## config.mk

```make
export PLATFORM = sky130hd
export DESIGN_NAME = mux_rr_nx1
export DESIGN_NICKNAME = d
export VERILOG_FILES = /design/src/rtl/mux_rr_nx1.sv
export SDC_FILE = /design/constraint.sdc
export NUM_CORES = 1
export LEC_CHECK = 0
export CAP_MARGIN = 20
export CELL_PAD_IN_SITES_DETAIL_PLACEMENT = 0
export CELL_PAD_IN_SITES_GLOBAL_PLACEMENT = 1
export CORE_MARGIN = 5
export CORE_UTILIZATION = 25
export DETAILED_ROUTE_END_ITERATION = 10
export GPL_TIMING_DRIVEN = 0
export PLACE_DENSITY = 0.95
export SETUP_SLACK_MARGIN = 0.15
export SLEW_MARGIN = 20
export SYNTH_ARGS = -nofsm -noshare
export SYNTH_HDL_FRONTEND = slang
export SYNTH_SLANG_ARGS = --single-unit
export TNS_END_PERCENT = 20
```

## constraint.sdc

```tcl
create_clock -name clk -period 4.1 [get_ports clk]
set_input_delay 0.82 -clock clk [delete_from_list [all_inputs] [get_ports clk]]
set_output_delay 0.82 -clock clk [all_outputs]
set_load 0.1 [all_outputs]
```

## src/rtl/mux_rr_nx1.sv

```systemverilog
// N-to-1 channel mux with explicit-select or round-robin grant, feeding a
// single registered output slot with valid/ready handshaking on both sides.

module mux_rr_lane #(
  parameter int SW = 2,
  parameter int IDX = 0
) (
  input  logic          gnt_vld,
  input  logic [SW-1:0] gnt_idx,
  input  logic          can_load,
  input  logic          rst,
  output logic          ready
);
  assign ready = !rst && can_load && gnt_vld && (gnt_idx == SW'(IDX));
endmodule

module mux_rr_nx1 #(
  parameter int WIDTH = 32,
  parameter int N     = 4,
  localparam int SW   = $clog2(N)
) (
  input  logic               clk,
  input  logic               rst,
  input  logic [N*WIDTH-1:0] D,
  input  logic [N-1:0]       valid_in,
  output logic [N-1:0]       ready_in,
  input  logic [SW-1:0]      S,
  input  logic               mode,
  output logic [WIDTH-1:0]   Y,
  output logic [SW-1:0]      chan_out,
  output logic               valid_out,
  input  logic               ready_out
);

  logic [N-1:0][WIDTH-1:0] d_arr;
  logic                    valid_q, valid_d;
  logic [WIDTH-1:0]        y_q, y_d;
  logic [SW-1:0]           chan_q, chan_d;
  logic [SW-1:0]           ptr_q, ptr_d;
  logic                    can_load, gnt_vld, xfer;
  logic [SW-1:0]           gnt_idx;
  int                      idx;

  assign d_arr    = D;
  assign can_load = !valid_q || ready_out;
  assign xfer     = gnt_vld && can_load;

  // Round-robin scans offsets from the far end so the nearest hit past ptr wins.
  always_comb begin
    gnt_vld = 1'b0;
    gnt_idx = '0;
    idx     = 0;
    if (!mode) begin
      for (int i = 0; i < N; i++) begin
        if (S == SW'(i) && valid_in[i]) begin
          gnt_vld = 1'b1;
          gnt_idx = SW'(i);
        end
      end
    end else begin
      for (int k = N - 1; k >= 0; k--) begin
        idx = (int'(ptr_q) + 1 + k) % N;
        if (valid_in[idx]) begin
          gnt_vld = 1'b1;
          gnt_idx = SW'(idx);
        end
      end
    end
  end

  for (genvar i = 0; i < N; i++) begin : g_lane
    mux_rr_lane #(.SW(SW), .IDX(i)) u_lane (
      .gnt_vld  (gnt_vld),
      .gnt_idx  (gnt_idx),
      .can_load (can_load),
      .rst      (rst),
      .ready    (ready_in[i])
    );
  end

  always_comb begin
    valid_d = valid_q;
    y_d     = y_q;
    chan_d  = chan_q;
    ptr_d   = ptr_q;
    if (xfer) begin
      valid_d = 1'b1;
      y_d     = d_arr[gnt_idx];
      chan_d  = gnt_idx;
      if (mode) ptr_d = gnt_idx;
    end else if (valid_q && ready_out) begin
      valid_d = 1'b0;
    end
  end

  always_ff @(posedge clk) begin
    if (rst) begin
      valid_q <= 1'b0;
      y_q     <= '0;
      chan_q  <= '0;
      ptr_q   <= SW'(N - 1);
    end else begin
      valid_q <= valid_d;
      y_q     <= y_d;
      chan_q  <= chan_d;
      ptr_q   <= ptr_d;
    end
  end

  assign Y         = y_q;
  assign chan_out  = chan_q;
  assign valid_out = valid_q;

endmodule
```

==> results of run 1 <==
[sequential cells by signal, indices dropped and copies added (netlist names)]
name / count
valid_out: 1
chan_out: 2
ptr_q: 2
Y: 32
[cells in the final DEF, fill, tap and decap left out, drive strengths merged, types with 3 or more instances in the layout]
cell and n:
nand2 63, a221o 18, nor2b 3, clkbuf 11, o2bb2ai 19, a211o 17, nor2 10, nand3 4
dfxtp 37, buf 29, mux2i 21, clkdlybuf4s50 169, a21oi 34, o21ai 3
[stage by stage]
stage          std cells  setup TNS (ns)  power, W  worst slack (ns)  util (%)
4_1_cts              596               0   0.00159             0.130      47.5
6_report             596               0   0.00158             0.216      47.7
3_5_place_dp         584           -3.77   0.00133             -1.15      46.1
3_3_place_gp         584           -3.59   0.00132             -1.07      46.1
5_1_grt              596               0   0.00165             0.125      47.7
2_1_floorplan        281               0   0.00103             0.731         -
[metal layers]
metal  vias to the layer above  global-route usage (%)
li1                       1411                       -
met1                      1335                    16.9
met2                       137                    27.6
met3                        10                    6.56
met4                         0                    4.66
met5                         -                       0
[timing repair]
action / CTS / global route
setup buffers: 4 / 0
hold buffers: 0 / 0
gates resized for setup: 29 / 8
setup endpoints to repair: 4 / 4
endpoints found under the hold margin: 0 / 0
pin swaps: 3 / 1
[layout make-up]
type	count	area share, %
buffer	26	3.52
sequential	37	16.8
multi-input combinational	216	33.4
tap	129	3.67
timing repair buffer	178	40.5
clock buffer	6	1.65
clock inverter	2	0.227
inverter	2	0.171
[worst reg2reg max path: stages, from the launching register on]
cell,delay [ns]
dfxtp_1,0.32
buf_6,0.14
or4b_1,0.55
o22ai_2,0.16
o221ai_2,0.14
a21boi_4,0.17
buf_4,0.17
nand3_2,0.17
buf_4,0.21
o2bb2ai_1,0.11
a221o_1,0.26
[worst max path at each step]
stage,from,endpoint,slack [ns],cells after the start
after floorplan,valid_in[3],ready_in[2],0.73,9
after global placement,valid_in[0],ready_in[3],-1.07,10
after detailed placement,valid_in[0],ready_in[3],-1.15,10
after CTS,valid_in[0],ready_in[1],0.13,10
after global routing,valid_in[0],ready_in[2],0.12,11
final,valid_in[0],ready_in[0],0.22,10
[power breakdown]
| part | internal [W] | leakage [nW] | switching [W] |
|---|---|---|---|
| Combinational | 0.000311 | 1.50 | 0.000577 |
| Clock | 0.000118 | 0.0450 | 0.000132 |
| Sequential | 0.000412 | 0.306 | 0.0000299 |
| Total | 0.000841 | 1.85 | 0.000740 |
[kinds of logic after synthesis]
group,after synthesis
compound gates,103
flops,37
mux,23
simple gates,90
buf+inv,28
==> run summary, run 1 <==
Worst path slowest cell: or4_1
drt pass-1 iters: 4
Max Clk Rate: 257 MHz
area of the multi-input gates: 1470 um^2
# H-tree levels: 2
sequential fraction of the synthesis area: 31.4%
Post-synth EDFFs: 0
syn avg cell area: 8.40 um^2
largest net degree at the start of global routing: 12
via/cell ratio: 4.85
Unique masters post-synth: 43
Clock Tree Buf Depth: 2
Top-Level Pins: 177
top sig layer: met4
IO buf count: 174
Startpoint Class: input pin
first-iteration detailed-routing DRC count: 60
final instance area: 4400 um^2
Post-Synth Adder-Cell Area: 0%
crit-path max FO: 10
DR vias: 2893
# setup viols final: 0
WHS Path Cells: 2
#FFs+latches synth: 37
crit-path cells: clkdlybuf4s50_1 -> or4_1 -> o22ai_2 -> o221ai_2 -> a21boi_4 -> nand3_4 -> buf_2 -> nor2_1 -> buf_4 -> buf_6
final wirelength: 9.43 mm
R2R depth: 10
Crit Reg-Reg Endpoint: Y[26]$_SDFFE_PP0P_
antenna cells: 0
RR Startpoint: ptr_q[1]$_SDFFE_PP1P_
count of nets after finishing: 604
total area of sequential cells: 741 um^2
Post-Syn Nets: 419
starting density of the core: 25.5%
Final Hold Fails: 0
largest family of logic cells by synthesized area: compound AO/OA/AOI/OAI gates
Overflow after GRT: 0
fill count: 887
hold wc startpoint: chan_out[1]$_SDFFE_PP0P_
Mapped Cells: 281
Setup crit end kind: output pin
Slew HR: 30.7%
compound-gate portion of the synthesized area: 34.6%
metal2 WL: 4.57 mm
clk_skew: 0.00279 ns
crit path time final: 3.88 ns
Static Leakage: 1.85 nW
CP required: 3.28 ns
layout overhead on the synthesized area: 86.6%
met3 wire length: 1.04 mm
Pins Over Slew Limit: 0
core area: 9240 um^2
vias in the first global route: 2915
# rows: 35
commonest cells in the synthesized netlist: nand2_1 (63), dfxtp_1 (37), a21oi_1 (32), mux2i_1 (21), o2bb2ai_1 (19)
Die ar.: 11500 um^2
PwrDens: 359 nW/um^2
Synth Warn #: 0
Yosys top cell by area: dfxtp_1
CP delay by family, top: buffers and inverters
first-pass GRT wire length: 14.4 mm
Worst Path Buf+Inv: 4
Arr. time, crit path: 3.06 ns
Slowest Stage Delay on Critical Path: 0.53 ns
clock latency on the worst-skew pair: 0.28 ns
Crit Path Category: in -> out
root buffer cell: clkbuf_8
number of max-cap violations: 0
xor and xnor fraction of the mapped netlist area: 0%
total CTS buffers: 5
GRT Total Usage: 15.6%
Worst Hold End: chan_out[1]$_SDFFE_PP0P_
WHS: 0.457 ns
post-route ant nets: 0
Final Cycle Share: 94.7%
async set-or-reset flop fraction in the synthesized netlist: 0%
clock-pin transition on the worst setup and hold timing paths: 0.07 ns
Final Wtd Congestion: 0.762
share of post-route cells with drive strength above 1: 11.6%
CTS tree: done
RSZ-0062 raised after global routing: true
Die X: 107 um
simple-gate share of the synthesized area: 17.6%
Die Ht: 107 um
Reg2Reg Setup Slack: 1.58 ns
HP Class: reg -> reg
Synth top area share: 31.4%
most frequent cell after synthesis: nand2_1
WL met1: 3.68 mm
status: completed
Post-DP HPWL: 7.57 mm
post-synthesis mux area share: 9.86%
drt wl/cell: 15.8 um
initial antenna violation count: 0
dominant cells by area after synthesis: dfxtp_1 (31%), nand2_1 (10%), mux2i_1 (8.9%)
most common flop cell mapped by yosys: dfxtp_1
synthesized area: 2360 um^2
VDD IR max: 0.000160 V
DRC: 0
Placed Area: 4260 um^2
Clock Sinks: 37
Worst Tran Pin Value: 1.04 ns
(Power assumes the default switching activity.)
==> run 2: changes to the inputs <==
- SETUP_SLACK_MARGIN: 0.15 -> 0.1
- TNS_END_PERCENT: 20 -> 30
==> run summary, run 2 (same netlist as run 1, synthesis figures left out) <==
final wirelength: 9.41 mm
via/cell ratio: 4.86
crit-path max FO: 10
HP Class: reg -> reg
WHS: 0.457 ns
RR Startpoint: ptr_q[1]$_SDFFE_PP1P_
Clock Sinks: 37
vias in the first global route: 2915
DRC: 0
first-iteration detailed-routing DRC count: 59
Startpoint Class: input pin
Clock Tree Buf Depth: 2
IO buf count: 174
Die Ht: 107 um
CTS Hold Bufs: 0
CP delay by family, top: buffers and inverters
combinational power share: 56.1%
total CTS buffers: 5
share of post-route cells with drive strength above 1: 11.3%
clk_skew: 0.00305 ns
Die X: 107 um
Power Total: 0.00158 W
core area: 9240 um^2
count of nets after finishing: 604
Crit Path Category: in -> out
Static Leakage: 1.84 nW
VDD IR max: 0.000160 V
number of flip-flops in the largest register: 32
pre-CTS WS: -1.15 ns
GRT Total Usage: 15.6%
# rows: 35
Setup crit end kind: output pin
P_sw: 0.000739 W
Final Hold Fails: 0
Worst Tran Pin Value: 1.04 ns
antenna cells: 0
crit path time final: 3.92 ns
first-pass GRT wire length: 14.4 mm
CTS tree: done
CP required: 3.28 ns
clock-pin transition on the worst setup and hold timing paths: 0.07 ns
RSZ-0062 raised after global routing: true
Pins Over Slew Limit: 0
number of max-cap violations: 0
Worst Path Buf+Inv: 5
Final Wtd Congestion: 0.762
# H-tree levels: 2
initial antenna violation count: 0
post-route ant nets: 0
Slowest Stage Delay on Critical Path: 0.50 ns
Overflow after GRT: 0
starting density of the core: 25.5%
most used cell, CP: buf_4
status: completed
CP startpoint: valid_in[0]
largest net degree at the start of global routing: 12
PwrDens: 359 nW/um^2
clock latency on the worst-skew pair: 0.28 ns
hold wc startpoint: chan_out[1]$_SDFFE_PP0P_
setup ws final: 0.175 ns
Clk pwr share: 15.9%
Layout Utilization: 47.5%
commonest non-fill, non-tap cell in the layout: clkdlybuf4s50_1
Max Clk Rate: 255 MHz
drt pass-1 iters: 4
Final Cycle Share: 95.7%
# setup viols final: 0
Post-DP HPWL: 7.57 mm
Flop pwr share: 28.0%
DR vias: 2896
drt wl/cell: 15.8 um
Top-Level Pins: 177
Die ar.: 11500 um^2
Slew HR: 30.7%
root buffer cell: clkbuf_8
most frequent cells in the layout: clkdlybuf4s50_1 (169), nand2_1 (63), dfxtp_1 (37)
Arr. time, crit path: 3.10 ns
layout overhead on the synthesized area: 86.1%
Worst path slowest cell: clkdlybuf4s50_1
Internal: 0.000840 W
Sw Ratio: 46.8%
crit-path cells: clkdlybuf4s50_1 -> buf_2 -> mux2_2 -> nor4_2 -> o221ai_2 -> a21boi_4 -> nand3_4 -> nor2_4 -> buf_6 -> buf_4 -> buf_4
## run 2: cell count changes in the layout (fill, tap and decap cells not counted)
| cell | change |
|---|---|
| buf_2 | +1 |
| buf_8 | -1 |
| clkbuf_1 | +1 |
| clkbuf_2 | -1 |
## run 2: worst paths after layout
check / endpoint / slack [ns] / depth (start not counted)
max reg2reg: Y[26]$_SDFFE_PP0P_ / 1.58 / 10
min: chan_out[1]$_SDFFE_PP0P_ / 0.46 / 2
max: ready_in[2] / 0.18 / 11
min reg2reg: chan_out[1]$_SDFFE_PP0P_ / 0.46 / 2
## run 2: metal layers
| metal | global-route usage (%) | part of all wire [%] |
|---|---|---|
| met1 | 16.9 | 39 |
| met2 | 27.6 | 49 |
| met3 | 6.56 | 11 |
| met4 | 4.66 | 1.4 |
| met5 | 0 | 0 |
## run 2: final cells by class
class	count	area [um^2]
Timing Repair Buffer	178	1780
Multi-Input combinational cell	216	1470
Buffer	26	151
Clock buffer	6	72.6
Tap cell	129	161
Fill cell	889	4850
Sequential cell	37	741
Inverter	2	7.51
Clock inverter	2	10.0
## run 2: timing repair
action	CTS	global route
pin swaps	3	1
setup buffers	4	0
setup endpoints to repair	4	4
hold endpoints to repair	0	0
gates cloned	0	0
gates resized for setup	27	5
## run 2: tightest hold or removal path: cells and delay by family (launching register included)
kind / cells / cell delay (ns)
compound gates: 1 / 0.05
flops: 1 / 0.31
simple gates: 1 / 0.05
## run 2: power groups by stage
stage / Combinational, W / Sequential [W] / Clock [W]
after floorplan: 0.000229 / 0.000805 / 0
after global placement: 0.000877 / 0.000446 / 0
after detailed placement: 0.000884 / 0.000448 / 0
after CTS: 0.000892 / 0.000441 / 0.000260
after global routing: 0.000928 / 0.000448 / 0.000276
final: 0.000886 / 0.000442 / 0.000251
## run 2: metrics by stage
stage               instance area, um^2  std cells  TNS [ns]
floorplan                          2360        281         0
global placement                   4260        584     -3.59
detailed placement                 4260        584     -3.77
CTS                                4380        596         0
global route                       4390        596         0
finish                             4390        596         0
